## config.mk

```make
export PLATFORM = sky130hd
export DESIGN_NAME = fetch_unit
export DESIGN_NICKNAME = d
export VERILOG_FILES = /design/src/rtl/fetch_unit_pkg.sv /design/src/rtl/fetch_btb.sv /design/src/rtl/fetch_unit.sv
export SDC_FILE = /design/constraint.sdc
export NUM_CORES = 1
export LEC_CHECK = 0
export ABC_AREA = 1
export BUFFER_PORTS_ARGS = -buffer_cell sky130_fd_sc_hd__clkbuf_2
export CAP_MARGIN = 40
export CORE_MARGIN = 2
export CORE_UTILIZATION = 54
export DETAILED_ROUTE_END_ITERATION = 6
export PLACE_DENSITY = 0.71
export SYNTH_ARGS = -nofsm -noshare
export SYNTH_HDL_FRONTEND = slang
export SYNTH_HIERARCHICAL = 1
export SYNTH_SLANG_ARGS = --single-unit
export TNS_END_PERCENT = 5
```

## constraint.sdc

```tcl
create_clock -name clk -period 5.3 [get_ports clk]
set_input_delay 0.265 -clock clk [delete_from_list [all_inputs] [get_ports clk]]
set_output_delay 0.265 -clock clk [all_outputs]
set_load 0.03 [all_outputs]
```

## src/rtl/fetch_unit_pkg.sv

```systemverilog
// Shared pipeline defines (address width, pipe-mask bit positions) and the
// fetch-stage helper package.
`ifndef ADDR_WIDTH
`define ADDR_WIDTH 16
`endif
`ifndef NUM_PIPE_MASKS
`define NUM_PIPE_MASKS 5
`endif
`ifndef PIPE_REG_PC
`define PIPE_REG_PC 0
`endif
`ifndef PIPE_REG_IF_ID
`define PIPE_REG_IF_ID 1
`endif
`ifndef PIPE_REG_ID_EX
`define PIPE_REG_ID_EX 2
`endif
`ifndef PIPE_REG_EX_MEM
`define PIPE_REG_EX_MEM 3
`endif
`ifndef PIPE_REG_MEM_WB
`define PIPE_REG_MEM_WB 4
`endif

package fetch_unit_pkg;

   // Number of index bits for a power-of-two table with n entries.
   function automatic int unsigned idx_width(input int unsigned n);
      int unsigned w;
      w = 32'd0;
      for (int unsigned i = 32'd0; i < 32'd31; i++) begin
         if ((32'd1 << i) < n) begin
            w = i + 32'd1;
         end else begin
            w = w;
         end
      end
      return w;
   endfunction

endpackage

```

## src/rtl/fetch_btb.sv

```systemverilog
// Direct-mapped branch target buffer: combinational lookup, synchronous
// write, valid bits cleared by the asynchronous reset.
module fetch_btb
   import fetch_unit_pkg::*;
#(
   parameter int unsigned ENTRIES = 16
) (
   input  logic                    clk,
   input  logic                    reset_n,
   input  logic [`ADDR_WIDTH-1:0]  i_rd_pc,
   output logic                    o_hit,
   output logic [`ADDR_WIDTH-1:0]  o_target,
   input  logic                    i_wr_en,
   input  logic [`ADDR_WIDTH-1:0]  i_wr_pc,
   input  logic [`ADDR_WIDTH-1:0]  i_wr_target
);
   localparam int unsigned AW = `ADDR_WIDTH;
   localparam int unsigned IW = idx_width(ENTRIES);

   logic          r_valid  [ENTRIES];
   logic [AW-1:IW] r_tag   [ENTRIES];
   logic [AW-1:0] r_target [ENTRIES];

   logic [IW-1:0] w_rd_idx;
   logic [IW-1:0] w_wr_idx;

   assign w_rd_idx = i_rd_pc[IW-1:0];
   assign w_wr_idx = i_wr_pc[IW-1:0];

   // Lookup sees the pre-write contents; a same-cycle write lands next cycle.
   always_comb begin
      o_hit    = r_valid[w_rd_idx] && (r_tag[w_rd_idx] == i_rd_pc[AW-1:IW]);
      o_target = r_target[w_rd_idx];
   end

   // Table storage with overwrite-on-write replacement.
   always_ff @(posedge clk or negedge reset_n) begin
      if (!reset_n) begin
         for (int i = 0; i < int'(ENTRIES); i++) begin
            r_valid[i]  <= 1'b0;
            r_tag[i]    <= {(AW-IW){1'b0}};
            r_target[i] <= {AW{1'b0}};
         end
      end else if (i_wr_en) begin
         r_valid[w_wr_idx]  <= 1'b1;
         r_tag[w_wr_idx]    <= i_wr_pc[AW-1:IW];
         r_target[w_wr_idx] <= i_wr_target;
      end else begin
         r_valid[w_wr_idx] <= r_valid[w_wr_idx];
      end
   end

endmodule

```

## src/rtl/fetch_unit.sv

```systemverilog
// IF stage: program counter with flush/stall/BTB-predicted next-PC selection,
// IF/ID pipeline register and a saturating redirect counter.
module fetch_unit
   import fetch_unit_pkg::*;
#(
   parameter int unsigned                BTB_ENTRIES = 16,
   parameter logic [`ADDR_WIDTH-1:0]     RESET_PC    = {`ADDR_WIDTH{1'b0}},
   parameter int unsigned                CNT_WIDTH   = 16
) (
   input  logic                        clk,
   input  logic                        reset_n,
   input  logic [`NUM_PIPE_MASKS-1:0]  flush,
   input  logic [`NUM_PIPE_MASKS-1:0]  stall,
   input  logic [`ADDR_WIDTH-1:0]      jump_address,
   input  logic                        btb_write,
   input  logic [`ADDR_WIDTH-1:0]      btb_write_pc,
   output logic [`ADDR_WIDTH-1:0]      pc,
   output logic [`ADDR_WIDTH-1:0]      if_id_pc,
   output logic                        if_id_valid,
   output logic                        if_id_pred_taken,
   output logic [`ADDR_WIDTH-1:0]      if_id_pred_target,
   output logic [CNT_WIDTH-1:0]        redirect_count
);
   localparam int unsigned AW = `ADDR_WIDTH;

   logic [AW-1:0]        r_pc;
   logic [AW-1:0]        r_if_id_pc;
   logic                 r_if_id_valid;
   logic                 r_if_id_pred_taken;
   logic [AW-1:0]        r_if_id_pred_target;
   logic [CNT_WIDTH-1:0] r_redirect_count;

   logic          w_hit;
   logic [AW-1:0] w_btb_target;
   logic          w_flush_pc;
   logic          w_flush_if_id;
   logic          w_stall_pc;
   logic          w_stall_if_id;
   logic          w_unused_mask;

   assign w_flush_pc    = flush[`PIPE_REG_PC];
   assign w_flush_if_id = flush[`PIPE_REG_IF_ID];
   assign w_stall_pc    = stall[`PIPE_REG_PC];
   assign w_stall_if_id = stall[`PIPE_REG_IF_ID];
   // Other pipe-mask bits belong to later stages.
   assign w_unused_mask = ^{flush, stall};

   fetch_btb #(
      .ENTRIES (BTB_ENTRIES)
   ) u_btb (
      .clk         (clk),
      .reset_n     (reset_n),
      .i_rd_pc     (r_pc),
      .o_hit       (w_hit),
      .o_target    (w_btb_target),
      .i_wr_en     (btb_write),
      .i_wr_pc     (btb_write_pc),
      .i_wr_target (jump_address)
   );

   // Next-PC selection: redirect beats stall beats prediction beats increment.
   always_ff @(posedge clk or negedge reset_n) begin
      if (!reset_n) begin
         r_pc <= RESET_PC;
      end else if (w_flush_pc) begin
         r_pc <= jump_address;
      end else if (w_stall_pc) begin
         r_pc <= r_pc;
      end else if (w_hit) begin
         r_pc <= w_btb_target;
      end else begin
         r_pc <= r_pc + {{(AW-1){1'b0}}, 1'b1};
      end
   end

   // IF/ID register; the predicted target is zeroed on a BTB miss.
   always_ff @(posedge clk or negedge reset_n) begin
      if (!reset_n) begin
         r_if_id_pc          <= {AW{1'b0}};
         r_if_id_valid       <= 1'b0;
         r_if_id_pred_taken  <= 1'b0;
         r_if_id_pred_target <= {AW{1'b0}};
      end else if (w_flush_if_id) begin
         r_if_id_pc          <= {AW{1'b0}};
         r_if_id_valid       <= 1'b0;
         r_if_id_pred_taken  <= 1'b0;
         r_if_id_pred_target <= {AW{1'b0}};
      end else if (w_stall_if_id) begin
         r_if_id_pc          <= r_if_id_pc;
         r_if_id_valid       <= r_if_id_valid;
         r_if_id_pred_taken  <= r_if_id_pred_taken;
         r_if_id_pred_target <= r_if_id_pred_target;
      end else begin
         r_if_id_pc          <= r_pc;
         r_if_id_valid       <= 1'b1;
         r_if_id_pred_taken  <= w_hit;
         r_if_id_pred_target <= w_hit ? w_btb_target : {AW{1'b0}};
      end
   end

   // Saturating count of PC redirects.
   always_ff @(posedge clk or negedge reset_n) begin
      if (!reset_n) begin
         r_redirect_count <= {CNT_WIDTH{1'b0}};
      end else if (w_flush_pc && (r_redirect_count != {CNT_WIDTH{1'b1}})) begin
         r_redirect_count <= r_redirect_count + {{(CNT_WIDTH-1){1'b0}}, 1'b1};
      end else begin
         r_redirect_count <= r_redirect_count;
      end
   end

   assign pc                = r_pc;
   assign if_id_pc          = r_if_id_pc;
   assign if_id_valid       = r_if_id_valid;
   assign if_id_pred_taken  = r_if_id_pred_taken;
   assign if_id_pred_target = r_if_id_pred_target;
   assign redirect_count    = r_redirect_count;

endmodule

```

After elaboration in Yosys (flattened, before gate mapping)
Index checks and enable logic that the tools add are counted.
{ "word_totals": {"wordCells": 103, "ff_bits": 530} }
{ "classes": {"n_eq_ne": 4, "n_bitwise": 3, "magnitude_cmp": 3, "reduce_logical": 3, "n_addsub": 2, "mux": 34} }
{ "ops": {"columns": ["op", "n"], "rows": [
  ["bitwise mux 256 bit", 1],
  ["bitwise mux 192 bit", 1],
  ["2-to-1 mux 16 bit", 12],
  ["binary-select mux 16 bit (select 4 bit)", 1],
  ["demux 16 bit (select 4 bit)", 1],
  ["binary-select mux 12 bit (select 4 bit)", 1],
  ["demux 12 bit (select 4 bit)", 1],
  ["2-to-1 mux 12 bit", 3],
  ["adder 16 x 1 -> 16 bit, second input constant", 2],
  ["bitwise mux 16 bit", 1],
  ["inequality test 16 bit, second input constant", 1],
  ["OR 16 bit", 1],
  ["== test 12 bit", 1],
  [">= comparator 5 bit, second input constant", 2],
  ["NOT 4 -> 5 bit", 2],
  ["2-to-1 mux 1 bit", 9],
  ["binary-select mux 1 bit (select 4 bit)", 2],
  ["less-than comparator 5 x 1 -> 1 bit, second input constant", 1],
  ["demux 1 bit (select 4 bit)", 1],
  ["inequality test 2 bit, second input constant", 2],
  ["logical AND 1 bit", 3]
]} }

Longest topological paths before layout
{ "logic_depth": {"depth_word": 9, "ltp_mapped": 22} }

Cells and area by module
Netlist, hierarchy kept.
{ "by_module_without_submodules": {"columns": ["module", "area_per_inst_um2", "seq_area_each_um2", "cells_per_inst", "n_inst"], "rows": [
  ["fetch_btb", 21541.9, 11611.1, 2663, 1],
  ["fetch_unit", 3410.8, 1651.6, 453, 1]
]} }

Worst setup path after synthesis
OpenSTA, ideal clock, no wires.
{ "synth_timing": {"path_kind": "reg2reg", "from": "reg r_pc[1], in the netlist pc[1]", "to": "reg r_pc[7], in the netlist pc[7]", "slack_ns": 2.862, "arrival_ns": 2.311, "synth_period_minus_slack_ns": 2.438, "stages_incl_launch_ff": 20, "path_buffers": 4, "cell_sequence": "dfrtp_1 > buf_2 > buf_2 > nand3_1 > nand3_1 > nand2_1 > nand2_1 > nand2_1 > a21oi_1 > nand2_1 > nor2_1 > nand2_1 > nor2_2 > buf_2 > inv_1 > buf_2 > nand3_1 > nand3_1 > nand2_1 > o21ai_0"} }
{ "synth_between": {"elab_chain_cells": 9, "elab_cells_between_ends": 16, "cone_classes": "add/sub (1); eq/ne (1); mux (12); bitwise (1); reduce/logical (1)"} }
{ "synth_rtl": {"columns": ["element", "line", "rtl"], "rows": [
  ["start, declared", "fetch_unit.sv:26", "logic [AW-1:0] r_pc;"],
  ["start signal, assigned", "fetch_unit.sv:66", "r_pc <= jump_address;"],
  ["start signal, assigned", "fetch_unit.sv:68", "r_pc <= r_pc;"],
  ["start signal, assigned", "fetch_unit.sv:70", "r_pc <= w_btb_target;"],
  ["NOT 4 -> 5 bit (not written as such) (*)", "fetch_btb.sv:32", "o_hit = r_valid[w_rd_idx] && (r_tag[w_rd_idx] == i_rd_pc[AW-1:IW]);"],
  ["binary-select mux 12 bit (select 4 bit)", "fetch_btb.sv:32", null],
  ["2-to-1 mux 12 bit (not written as such) (2 in a row)", "fetch_btb.sv:32", null],
  ["== test 12 bit", "fetch_btb.sv:32", null],
  ["logical AND 1 bit (*)", "fetch_btb.sv:32", null],
  ["via w_hit", "fetch_unit.sv:33", "logic w_hit;"],
  ["2-to-1 mux 16 bit (*)", "fetch_unit.sv:69", "end else if (w_hit) begin"],
  ["2-to-1 mux 16 bit (*)", "fetch_unit.sv:67", "end else if (w_stall_pc) begin"],
  ["2-to-1 mux 16 bit (*)", "fetch_unit.sv:65", "end else if (w_flush_pc) begin"]
]} }
Mark *: on every way through the listed nets, which the timed path passes. The rest lies on a longest branch. The select of a mux whose other input is x is not followed.
A chain may end at the register's enable or synchronous reset.

Worst setup path in the final report
{ "layout_timing": {"from": "reg r_pc[0], in the netlist pc[0]", "to": "reg r_pc[6], in the netlist pc[6]"} }
The elaborated chain is that of the path after synthesis.

==> results.toml <==
[hold_path]
hold_depth = 3
worstHoldStart = "jump_address[0]"
whs_endpoint = "pc[0]$_DFFE_PN0P_"
hold_class = "in -> reg"

[synth]
synth_compound_area_share_pct = 17.0
syn_inst = 3116
ys_seq_area_share_pct = 53.2
synthMuxAreaShare_pct = 0
netlist_area_sq_um = 25000
ys_types = 30
synth_fp_nets = 3163
synth_fa_ha_area_share_pct = 0.100
synth_xor_area_share_pct = 0.421
synth_top_family_by_area = "simple AND/OR/NAND/NOR gates"
synth_simple_gate_area_share_pct = 21.9
synth_area_per_cell_sq_um = 8.01
synth_warnings = 6
synth-seq-cells = 530

[global_route]
grt_max_degree = 177
busiest_layer = "met2"
track_usage_pct = 30.1
grt_pass1_vias = 20500
gr-usage-met3_pct = 4.27
grt-ovfl-total = 0
antenna_found_initial = 0
use_met1_pct = 41.4
grt_pass1_wl_microns = 113000
grt_util_met2_pct = 48.8

[critical_path]
r2r-start = "pc[0]$_DFFE_PN0P_"
r2r_end = "pc[6]$_DFFE_PN0P_"
critical_path_class = "reg -> reg"
cp_data_arrival_time_ns = 4.37
cp.required_ns = 5.79
r2r_setup_slack_ns = 1.42
r2r_cells = 19
endpoint_kind = "flop"
cp_max_fo = 60
start_kind = "flop"

[drt]
drtPass1Iterations = 6
viasPerCell = 5.84
routed_wl_microns = 72000
drc = 0
initialDrtViolationCount = 2520
routedWlPerCell_microns = 19.4
ant_nets = 0
vias = 21700

[clock_network]
path_clk_slew_ns = 0.06
clockBufferDepth = 3
root_buffer = "clkbuf_16"
clock-sinks = 530
htreeDepth = 2
cts_buffers = 55
cts_tree = "done"
clock_latency_ns = 0.61

[place]
dp.final_hpwl_microns = 39400
place_area_sq_um = 25500
port_buffers = 104
place.gp.congestion = 0.895

[die]
core_area_sq_um = 45500
start_util_pct = 54.9
die_area_sq_um = 47900
row_count = 78
die_w_microns = 219
die_y_microns = 219
io-pin-count = 111

[timing]
tightest_slew_ns = 0.891
setup_tns_ns = 0
worst_clock_skew_ns = 0.0254
relSlewSlack_pct = 40.6
finalSetupViolations = 0
rsz0062_at_grt = "false"
max_freq_ghz = 0.258
period_share_pct = 73.1
hold_viol = 0
finalWorstPathRequiredPeriod_ns = 3.88
slew_violations = 0
whs_ns = 0.0244

[cells_and_area]
area_growth_pct = 9.69
final_cell_mix = "858 x nand2_1, 639 x o21ai_0, 527 x dfrtp_1"
finalInstanceArea_sq_um = 27400
multiInputGateArea_sq_um = 9870
seq_area_sq_um = 13300
fillers = 3980
antenna_cells = 0
drive_above_1_share_pct = 8.27
final_common_cell = "nand2_1"
post-route-util_pct = 60.2
nNetsFinal = 3126

[power_and_ir_drop]
power.density_nw_per_um2 = 419
p_leak_nw = 13.2
vdd_ir_drop_max_mv = 0.287

[status]
status = "complete, no violations"

[flow_run]
cap_violations = 0
-- power breakdown --
| part | internal (mW) | switching, mW | leakage (nW) |
|---|---|---|---|
| Combinational | 0.772 | 1.51 | 5.60 |
| Clock | 2.30 | 1.60 | 0.876 |
| Sequential | 4.83 | 0.474 | 6.72 |
| Total | 7.90 | 3.58 | 13.2 |
-- cell type report --
| type | count | share of cell area [%] |
|---|---|---|
| inverters | 174 | 2.41 |
| flip-flops and latches | 530 | 48.5 |
| well taps | 600 | 2.74 |
| repair buffers | 151 | 3.72 |
| multi-input cells | 2167 | 36.1 |
| clock inverters | 15 | 0.791 |
| clock buffers | 84 | 5.79 |
-- kinds of logic (layout without fill, tap and decap cells) --
logic type,Yosys count,after routing
adders and majority gates,2,2
AOI/OAI and AO/OA,788,788
and+or+nand+nor,1365,1365
buffers and inverters,419,424
xor gates and xnor gates,12,12
DFF,530,530
-- state kept, by name, summed over array words and instances (netlist names) --
name	flops
if_id_pc	16
if_id_valid	1
if_id_pred_target	16
u_btb/r_tag	192
u_btb/r_valid	16
u_btb/r_target	256
redirect_count	16
pc	16
if_id_pred_taken	1
-- what timing repair did --
action / CTS / global route
endpoints found under the hold margin: 109 / 0
setup endpoints to repair: 0 / 0
hold buffers: 7 / 0
resized for setup: 0 / 0
buffers inserted: 0 / 0
-- per-stage QoR --
stage	instances	worst slack [ns]	power, mW
floorplan	3116	2.86	6.88
global placement	3610	1.77	7.47
detailed placement	3615	1.90	7.61
CTS	3721	1.56	11.5
global route	3721	1.20	12.1
finish	3721	1.42	11.5
-- worst max path at each step --
stage	start	to	slack [ns]	depth (start not counted)
6_report	pc[0]$_DFFE_PN0P_	pc[6]$_DFFE_PN0P_	1.42	19
5_1_grt	pc[0]$_DFFE_PN0P_	pc[6]$_DFFE_PN0P_	1.20	21
4_1_cts	pc[0]$_DFFE_PN0P_	pc[6]$_DFFE_PN0P_	1.56	21
3_5_place_dp	pc[0]$_DFFE_PN0P_	pc[7]$_DFFE_PN0P_	1.90	20
3_3_place_gp	pc[0]$_DFFE_PN0P_	pc[3]$_DFFE_PN0P_	1.77	18
2_1_floorplan	pc[1]$_DFFE_PN0P_	pc[7]$_DFFE_PN0P_	2.86	19
-- worst max-delay path, cell delays in order, from the launching register on --
cell and delay [ns]:
dfrtp_4 0.51, inv_6 0.37, buf_16 0.32, nand2_1 0.08
nand2_1 0.06, nand2_1 0.05, nand3_1 0.11, nand3_1 0.14
nand3_1 0.25, nand2_1 0.08, nor2_1 0.12, nand3_1 0.11
nor2_2 0.13, buf_4 0.32, nor2_1 0.08, o21ai_0 0.18
nand2_1 0.11, nand2_1 0.07, nand3_1 0.06, dlygate4sd3_1 0.56
-- layer usage --
layer	up-vias	wire length (microns)
met2	921	34100
met5	-	0
met1	10500	30300
met4	0	2410
met3	148	5250
li1	10100	-
-- Yosys cell counts (all sizes together) --
master | number | area, sq um
ha | 2 | 25.0
nand3b | 1 | 7.51
o22ai | 24 | 150
a21oi | 28 | 140
nand4 | 6 | 37.5
o21ai | 658 | 3290
nand2 | 878 | 3310
buf | 115 | 721
a22oi | 1 | 7.51
o211ai | 27 | 203
o221ai | 49 | 429
xor2 | 12 | 105
dfrtp | 530 | 13300
or2 | 5 | 31.3
inv | 173 | 649
clkinv | 1 | 3.75
nor3 | 23 | 115
nor2 | 243 | 920
clkbuf | 130 | 488
nand3 | 209 | 1050
a21boi | 1 | 7.51
Power figures use the tool's default switching activity.
